$ cat config.mk
export PLATFORM = sky130hd
export DESIGN_NAME = sig_capture
export DESIGN_NICKNAME = d
export VERILOG_FILES = /design/src/rtl/sig_capture.sv
export SDC_FILE = /design/constraint.sdc
export NUM_CORES = 1
export LEC_CHECK = 0
export BUFFER_PORTS_ARGS = -buffer_cell sky130_fd_sc_hd__buf_4
export CAP_MARGIN = 5
export CORE_ASPECT_RATIO = 0.8
export CORE_MARGIN = 3
export CORE_UTILIZATION = 32
export CTS_CLUSTER_SIZE = 8
export DETAILED_ROUTE_END_ITERATION = 7
export GPL_TIMING_DRIVEN = 0
export SLEW_MARGIN = 20
export SYNTH_ARGS = -nofsm -noshare
export SYNTH_HDL_FRONTEND = slang
export SYNTH_SLANG_ARGS = --single-unit
export TNS_END_PERCENT = 1
$ cat constraint.sdc
create_clock -name clk -period 14.15 [get_ports clk]
set_input_delay 0.7075 -clock clk [delete_from_list [all_inputs] [get_ports clk]]
set_output_delay 0.7075 -clock clk [all_outputs]
set_load 0.005 [all_outputs]
$ cat src/rtl/sig_capture.sv
// rtl/sig_capture.sv - Signature store capture FIFO with halt detection, watchdog and drain FSM.
// Stores to SIG_ADDR are queued for a consumer; a halt store or watchdog expiry ends capture.
module sig_capture #(
  parameter int          DEPTH     = 16,
  parameter logic [31:0] SIG_ADDR  = 32'h00000F00,
  parameter logic [31:0] HALT_ADDR = 32'hCAFEBEEF,
  parameter int          TIMEOUT   = 5000
) (
  input  logic                     clk,
  input  logic                     rst,
  input  logic                     st_valid,
  input  logic [31:0]              st_addr,
  input  logic [31:0]              st_data,
  output logic                     sig_valid,
  output logic [31:0]              sig_data,
  input  logic                     sig_ready,
  output logic [$clog2(DEPTH):0]   fill,
  output logic                     overflow,
  output logic                     timeout,
  output logic                     done
);

  localparam int AW = $clog2(DEPTH);
  localparam int FW = AW + 1;
  localparam int WW = $clog2(TIMEOUT + 1);

  typedef enum logic [1:0] {S_RUN, S_DRAIN, S_DONE} state_t;

  state_t          state, state_next;
  logic [31:0]     mem [DEPTH];
  logic [AW-1:0]   rd_ptr, wr_ptr;
  logic [FW-1:0]   fill_next;
  logic [WW-1:0]   wdog;
  logic            is_sig, is_halt, full, pop;
  logic            push, drop, expire;

  assign is_sig  = st_valid && (st_addr == SIG_ADDR);
  assign is_halt = st_valid && (st_addr == HALT_ADDR);
  assign full    = (fill == FW'(DEPTH));

  // Output is masked during reset and whenever empty so stale memory never leaks out.
  assign sig_valid = (fill != '0) && !rst;
  assign sig_data  = sig_valid ? mem[rd_ptr] : 32'h0;
  assign pop       = sig_valid && sig_ready;
  assign fill_next = fill + FW'(push) - FW'(pop);

  always_ff @(posedge clk) begin
    if (rst) begin
      state <= S_RUN;
    end else begin
      state <= state_next;
    end
  end

  always_comb begin
    state_next = state;
    push       = 1'b0;
    drop       = 1'b0;
    expire     = 1'b0;
    done       = 1'b0;
    case (state)
      S_RUN: begin
        if (is_sig) begin
          if (!full || pop) push = 1'b1;
          else              drop = 1'b1;
        end
        // A halt in the expiry cycle takes precedence over the watchdog.
        if (is_halt) begin
          state_next = S_DRAIN;
        end else if (wdog == WW'(TIMEOUT - 1)) begin
          expire     = 1'b1;
          state_next = S_DRAIN;
        end
      end
      S_DRAIN: begin
        if ((fill == '0) || ((fill == FW'(1)) && pop)) state_next = S_DONE;
      end
      S_DONE: begin
        done = 1'b1;
      end
      default: state_next = S_RUN;
    endcase
  end

  always_ff @(posedge clk) begin
    if (rst) begin
      rd_ptr   <= '0;
      wr_ptr   <= '0;
      fill     <= '0;
      wdog     <= '0;
      overflow <= 1'b0;
      timeout  <= 1'b0;
    end else begin
      if (push) wr_ptr <= wr_ptr + AW'(1);
      if (pop)  rd_ptr <= rd_ptr + AW'(1);
      fill <= fill_next;
      if (state == S_RUN) wdog <= wdog + WW'(1);
      if (drop)   overflow <= 1'b1;
      if (expire) timeout  <= 1'b1;
    end
  end

  always_ff @(posedge clk) begin
    if (push && !rst) mem[wr_ptr] <= st_data;
  end

endmodule

==> results of run 1 <==
## cells by family (layout without fill, tap and decap cells)
| family | count (synthesis) | count (layout) | share of synthesized area (%) |
|---|---|---|---|
| flops | 546 | 546 | 75.7 |
| mux | 198 | 198 | 16.9 |
| simple gates | 114 | 114 | 3.12 |
| buf+inv | 66 | 381 | 1.33 |
| compound gates | 49 | 49 | 1.45 |
| xor+xnor | 15 | 15 | 0.620 |
| fa+ha+maj | 13 | 13 | 0.803 |
## worst max-delay path by stage
stage                      from           end  slack, ns  cells past startpoint
floorplan            st_addr[0]    mem[10][0]       8.60                      6
global placement    st_addr[12]   mem[10][14]       4.47                      7
detailed placement  st_addr[16]       fill[4]      10.15                     14
CTS                     fill[3]  sig_data[11]       9.80                      8
global route            fill[3]   sig_data[1]       9.65                      8
finish                  fill[3]   sig_data[1]       9.79                      8
## routing by layer
layer  vias up  track usage, %  routed length [um]
met5         -               0                  27
li1       4765               -                   -
met1      5581            19.4               21300
met3        85            3.31                3120
met2       351            22.5               23300
met4         4            3.94                1030
## cell type report
type / count / area, sq um / share of cell area (%)
buffer: 51 / 226 / 0.872
inverter: 15 / 56.3 / 0.217
tap: 850 / 1060 / 4.10
timing repair buffer: 213 / 1500 / 5.77
clock buffer: 100 / 2070 / 7.96
multi-input combinational: 389 / 4950 / 19.1
clock inverter: 2 / 38.8 / 0.149
sequential: 546 / 16100 / 61.9
## layout by cell type (no fill, tap or decap), drive strengths merged, types with 2 or more instances in the layout
cell type and instances:
nand2 15, nor2b 4, nand4 8, nor2 24, a31oi 2, edfxtp 512, xnor2 13, nor3 12
nor4b 4, o21a 2, or4b 3, dfxtp 34, buf 238, or3 3, mux2i 68, a21oi 6
nor4bb 2, or4 2, clkbuf 126, o21ai 3, o22ai 32, xor2 2, nor4 22, ha 12
mux4 128, nand3 8, inv 15, mux2 2
## power breakdown
group	leakage, nW	switching [mW]	internal (mW)
sequential	4.88	0.00928	1.78
clock	1.02	0.616	1.02
combinational	2.44	0.218	0.204
total	8.34	0.843	3.00
## state kept, by name (all words and copies together) (netlist names), named ones only
name / flops
fill: 5
mem: 512
overflow: 1
rd_ptr: 4
state: 2
timeout: 1
wdog: 13
wr_ptr: 4
## worst reg2reg max path, stage by stage, from the launching register on
cell,delay [ns]
dfxtp_1,0.37
inv_1,0.08
ha_1,0.22
nor3b_1,0.18
nand3_1,0.11
or4b_1,0.47
buf_6,0.18
buf_8,0.16
ha_1,0.29
inv_1,0.04
ha_1,0.20
fa_1,0.45
a21oi_1,0.16
nor2_1,0.06
or3_1,0.34
a21oi_1,0.14
==> flow_summary_export.csv, run 1 <==
group,metric,value,unit
synth,yosysTopAreaCell,"edfxtp_1",
worst_setup_path,r2r_cells,15,
place,dp_slack,10.15,ns
clock_tree,cts-root-buf,"clkbuf_16",
floorplan,coreArea,64900,sq um
synth,synth_fp_nets,1082,
worst_setup_path,worstPathCellList,"inv_1 > ha_1 > nor4b_1 > or3_1 > clkbuf_1 > clkbuf_1 > o22ai_1 > buf_4",
synth,synth_area,21200,sq um
timing,hold_viol,0,
timing,tightest_slew,1.12,ns
synth,yosysSeqAreaShare,75.7,%
synth,ys_dominant_reg_cell,"edfxtp_1",
worst_setup_path,endpoint_kind,"output pin",
detailed_routing,avgViaCountPerCell,4.98,
worst_hold_path,holdPathStages,1,
timing,timing.fmax,0.229,GHz
synth,ys_seq_elements,546,
clock_tree,cts_tree,"done",
finish,n_antenna_cell,0,
timing,slew_headroom,25.5,%
place,dp.cells,2064,
synth,yosys-top-cells-count,"edfxtp_1 (512), mux4_2 (128), mux2i_1 (68), dfxtp_1 (34), o22ai_1 (32)",
synth,yosysWarnings,0,
place,gp_congestion,0.747,
timing,timing.final.crit_share,30.8,%
worst_setup_path,crit_type,"register to output pin",
place,place_area,23900,sq um
worst_setup_path,crit_family,"buffers and inverters",
global_route,grt_pass1_vias,11100,
synth,synth-edff-count,512,
detailed_routing,vias,10800,
timing,setup_ws,9.79,ns
clock_tree,numCtsBuffers,78,
global_route,antenna_found_initial,2,
worst_setup_path,cp_max_fo,10,
clock_tree,post-cts-setup-buffer-count,0,
pwr,leakagePower,8.34,nW
synth,ys_types,47,
clock_tree,numClockSinks,546,
finish,syn_to_final_growth,22.5,%
synth,yosys-top-cells-area,"edfxtp_1 (73%), mux4_2 (14%), dfxtp_1 (3.2%)",
detailed_routing,avgRoutedWirePerCell,22.5,um
timing,grt_setup_unrepaired,"false",
global_route,grt_pass1_wl,72.5,mm
worst_hold_path,min_to,"mem[3][18]",
floorplan,die_y,236,um
clock_tree,hold_buffers,0,
clock_tree,h-tree-depth,3,
synth,synth.avg_cell_area,21.2,sq um
worst_setup_path,path_buf_inv,4,
pwr,power,3.84,mW
place,port_buffers,108,
detailed_routing,dr.pass1.iters,5,
worst_setup_path,crit_required,13.44,ns
global_route,grt_overflow,0,
global_route,grt_usage,14.1,%
finish,num-fill-cells,5732,
worst_setup_path,worst_path_max_delay_cell,"clkbuf_1",
pwr,peakVddDrop,72.1,uV
worst_hold_path,hp-class,"input pin to register",
timing,setup_violations,0,
timing,final.min_clock_period,4.36,ns
timing,fin_tns_setup,0,ns
synth,yosys.cell_count.top_type,"edfxtp_1",
worst_setup_path,worst_path_largest_cell_delay,0.67,ns
timing,holdWs,0.420,ns
synth,synth_cells,1001,
detailed_routing,drt_wl_total,48.8,mm
worst_setup_path,reg2reg_to,"fill[4]",
floorplan,die_area,69400,sq um
worst_setup_path,arrival,3.65,ns
worst_setup_path,reg2reg_slack,10.62,ns
floorplan,dieWidth,294,um
worst_setup_path,crit_top_cell,"clkbuf_1",
clock_tree,clk_latency,0.58,ns
finish,layout-drive-gt1-share,35.3,%
outcome,status,"completed",
worst_hold_path,min_from,"st_data[18]",
global_route,grt_max_degree,17,
finish,finalInstanceArea,26000,sq um
detailed_routing,ant_nets,0,
detailed_routing,drcViolationCount,0,
clock_tree,clkTransAtPathRegs,0.05,ns
detailed_routing,drtIter0Drc,918,
finish,nets,1375,
synth,ys_async_sr_fraction,0,%
run,maxCapViolCount,0,
floorplan,start_util,32.7,%
synth,synth_top_area_share,72.5,%
pwr,power_density,148,nW/um^2
clock_tree,cts_max_path_buffers,3,
place,dp_hpwl,33.9,mm
floorplan,boundaryPins,109,
timing,slew_viol_final,0,
clock_tree,cts_resized,0,
floorplan,rows,83,
timing,fin_skew,0.0130,ns
finish,final_util,40.0,%
worst_setup_path,start_kind,"register",
worst_setup_path,reg2reg_from,"fill[3]",
finish,final_cells,2166,
Note: power is estimated with default switching activity, not from simulation.
==> inputs of run 2 (changes only) <==
==> constraint.sdc (replaced) <==
create_clock -name clk -period 4 [get_ports clk]
set_input_delay 0.2 -clock clk [delete_from_list [all_inputs] [get_ports clk]]
set_output_delay 0.2 -clock clk [all_outputs]
set_load 0.005 [all_outputs]
==> run 2 against run 1 <==
  * Global-route usage rose by 0.060 points
  * Setup slack got worse by 9.6 ns
  * Register-to-register slack got worse by 10 ns
  * Final cell count rose by 1.5%
  * Sequential share of layout area fell by 0.78 points
  * Routed wire length rose by 0.41%
  * First-iteration DRC count rose by 2.9%
  * Critical path depth did not move
  * Sequential power rose to 3.5 times the previous value
  * Clock skew rose by 0.0015 ns
  * Largest cell class unchanged
==> flow_summary_export.csv, run 2 (synthesized netlist as in run 1, its figures left out) <==
group,metric,value,unit
timing,tightest_slew,1.10,ns
detailed_routing,drt_wl_total,49.0,mm
clock_tree,cts_tree,"done",
pwr,power.internal,10.6,mW
clock_tree,numCtsBuffers,78,
place,dp_hpwl,33.9,mm
pwr,power_density,518,nW/um^2
clock_tree,numClockSinks,546,
floorplan,start_util,32.7,%
outcome,status,"completed",
global_route,grt_pass1_wl,73.1,mm
pwr,leakagePower,8.47,nW
worst_setup_path,start_kind,"register",
floorplan,coreArea,64900,sq um
global_route,grt_max_degree,17,
floorplan,rows,83,
worst_setup_path,worstPathCellList,"inv_1 > ha_1 > nor4b_1 > or3_1 > clkbuf_1 > clkbuf_1 > o22ai_1 > buf_4",
finish,syn_to_final_growth,24.0,%
finish,finalInstanceArea,26300,sq um
clock_tree,cts-root-buf,"clkbuf_16",
worst_setup_path,cp_max_fo,10,
timing,slew_headroom,26.9,%
detailed_routing,wl_met1,21.8,mm
clock_tree,cts_max_path_buffers,3,
worst_setup_path,crit_family,"buffers and inverters",
finish,final_common_cell,"edfxtp_1",
pwr,peakVddDrop,256,uV
global_route,grt_pass1_vias,11200,
detailed_routing,wl_met2,23.5,mm
clock_tree,h-tree-depth,3,
detailed_routing,vias,11000,
worst_setup_path,worst_path_max_delay_cell,"clkbuf_1",
floorplan,boundaryPins,109,
detailed_routing,drtIter0Drc,945,
detailed_routing,avgViaCountPerCell,4.99,
timing,grt_setup_unrepaired,"false",
worst_hold_path,hp-class,"input pin to register",
finish,largestRegisters,"mem x512, wdog x13, fill x5",
timing,hold_viol,0,
timing,fin_skew,0.0146,ns
finish,regMostFlops,"mem",
worst_setup_path,crit_required,3.80,ns
pwr,swShare,22.0,%
worst_setup_path,crit_top_cell,"clkbuf_1",
clock_tree,cts_resized,0,
floorplan,die_area,69400,sq um
detailed_routing,ant_nets,0,
detailed_routing,drcViolationCount,0,
pwr,power_frac_clock,42.4,%
place,place_area,23900,sq um
clock_tree,clkTransAtPathRegs,0.05,ns
timing,setup_violations,0,
pwr,p_seq_share,46.4,%
finish,layout_common_cells,"edfxtp_1 (512), buf_4 (153), mux4_2 (128)",
finish,n_antenna_cell,0,
place,port_buffers,108,
worst_setup_path,arrival,3.61,ns
global_route,grt_usage,14.2,%
detailed_routing,avgRoutedWirePerCell,22.3,um
detailed_routing,dr.max_layer_used,"met5",
detailed_routing,dr.pass1.iters,5,
global_route,antenna_found_initial,2,
worst_setup_path,crit_type,"register to output pin",
floorplan,dieWidth,294,um
worst_setup_path,endpoint_kind,"output pin",
global_route,grt_overflow,0,
run,maxCapViolCount,0,
timing,holdWs,0.0480,ns
finish,nets,1408,
detailed_routing,met3_length,2.68,mm
pwr,switchingPower,2.99,mW
worst_setup_path,worst_path_largest_cell_delay,0.67,ns
timing,final.min_clock_period,3.81,ns
timing,slew_viol_final,0,
finish,layout-drive-gt1-share,34.5,%
pwr,combPwrFrac,11.2,%
worst_setup_path,path_buf_inv,4,
timing,timing.final.crit_share,95.1,%
place,gp_congestion,0.747,
clock_tree,clk_latency,0.58,ns
timing,timing.fmax,0.263,GHz
floorplan,die_y,236,um
finish,largest_reg_flops,512,
[run 2: layout make-up]
type	instances	area, sq um
Sequential cell	546	16100
Inverter	15	56.3
Tap cell	850	1060
Clock inverter	2	38.8
Timing Repair Buffer	246	1830
Fill cell	5709	38600
Buffer	51	226
Multi-Input combinational cell	389	4950
Clock buffer	100	2070
[run 2: worst register-to-register path, cell delays in order, from the launching register on]
cell	delay, ns
dfxtp_1	0.37
inv_1	0.08
ha_1	0.23
nor3b_1	0.18
nand3_1	0.11
or4b_1	0.47
buf_6	0.18
buf_8	0.16
ha_1	0.29
inv_1	0.04
ha_1	0.20
fa_1	0.45
a21oi_1	0.16
nor2_1	0.06
or3_1	0.34
a21oi_1	0.14
[run 2: worst paths after layout]
path / from / endpoint / slack (ns) / depth (start not counted)
setup / recovery: fill[3] / sig_data[1] / 0.19 / 8
hold / removal: st_addr[15] / state[0] / 0.05 / 4
setup reg to reg: fill[3] / fill[4] / 0.46 / 15
hold reg to reg: overflow / overflow / 0.47 / 1
[run 2: timing repair]
action | in CTS | in global routing
endpoints found under the hold margin | 514 | 0
setup buffers | 0 | 0
hold buffers | 33 | 0
[run 2: through the flow]
| step | worst slack, ns | utilization, % | total power, mW | cells | setup TNS (ns) |
|---|---|---|---|---|---|
| global route | 0.00964 | 40.5 | 14.1 | 2199 | 0 |
| detailed placement | 0.482 | 36.7 | 7.94 | 2064 | 0 |
| finish | 0.195 | 40.5 | 13.6 | 2199 | 0 |
| global placement | -5.17 | 35.5 | 7.92 | 1959 | -2306.58 |
| CTS | 0.157 | 40.5 | 13.8 | 2199 | 0 |
| floorplan | -1.19 | - | 7.34 | 1001 | -460.62 |
[run 2: power by group through the flow]
stage / Combinational, mW / Sequential (mW) / Clock (mW)
5_1_grt: 1.66 / 6.31 / 6.14
3_3_place_gp: 1.50 / 6.42 / 0
6_report: 1.52 / 6.31 / 5.78
3_5_place_dp: 1.52 / 6.42 / 0
2_1_floorplan: 0.921 / 6.42 / 0
4_1_cts: 1.56 / 6.31 / 5.91
[run 2: routing by layer]
| layer | track usage [%] | up-vias |
|---|---|---|
| li1 | - | 4827 |
| met1 | 19.5 | 5731 |
| met2 | 22.7 | 329 |
| met3 | 3.12 | 82 |
| met4 | 3.96 | 4 |
| met5 | 0 | - |
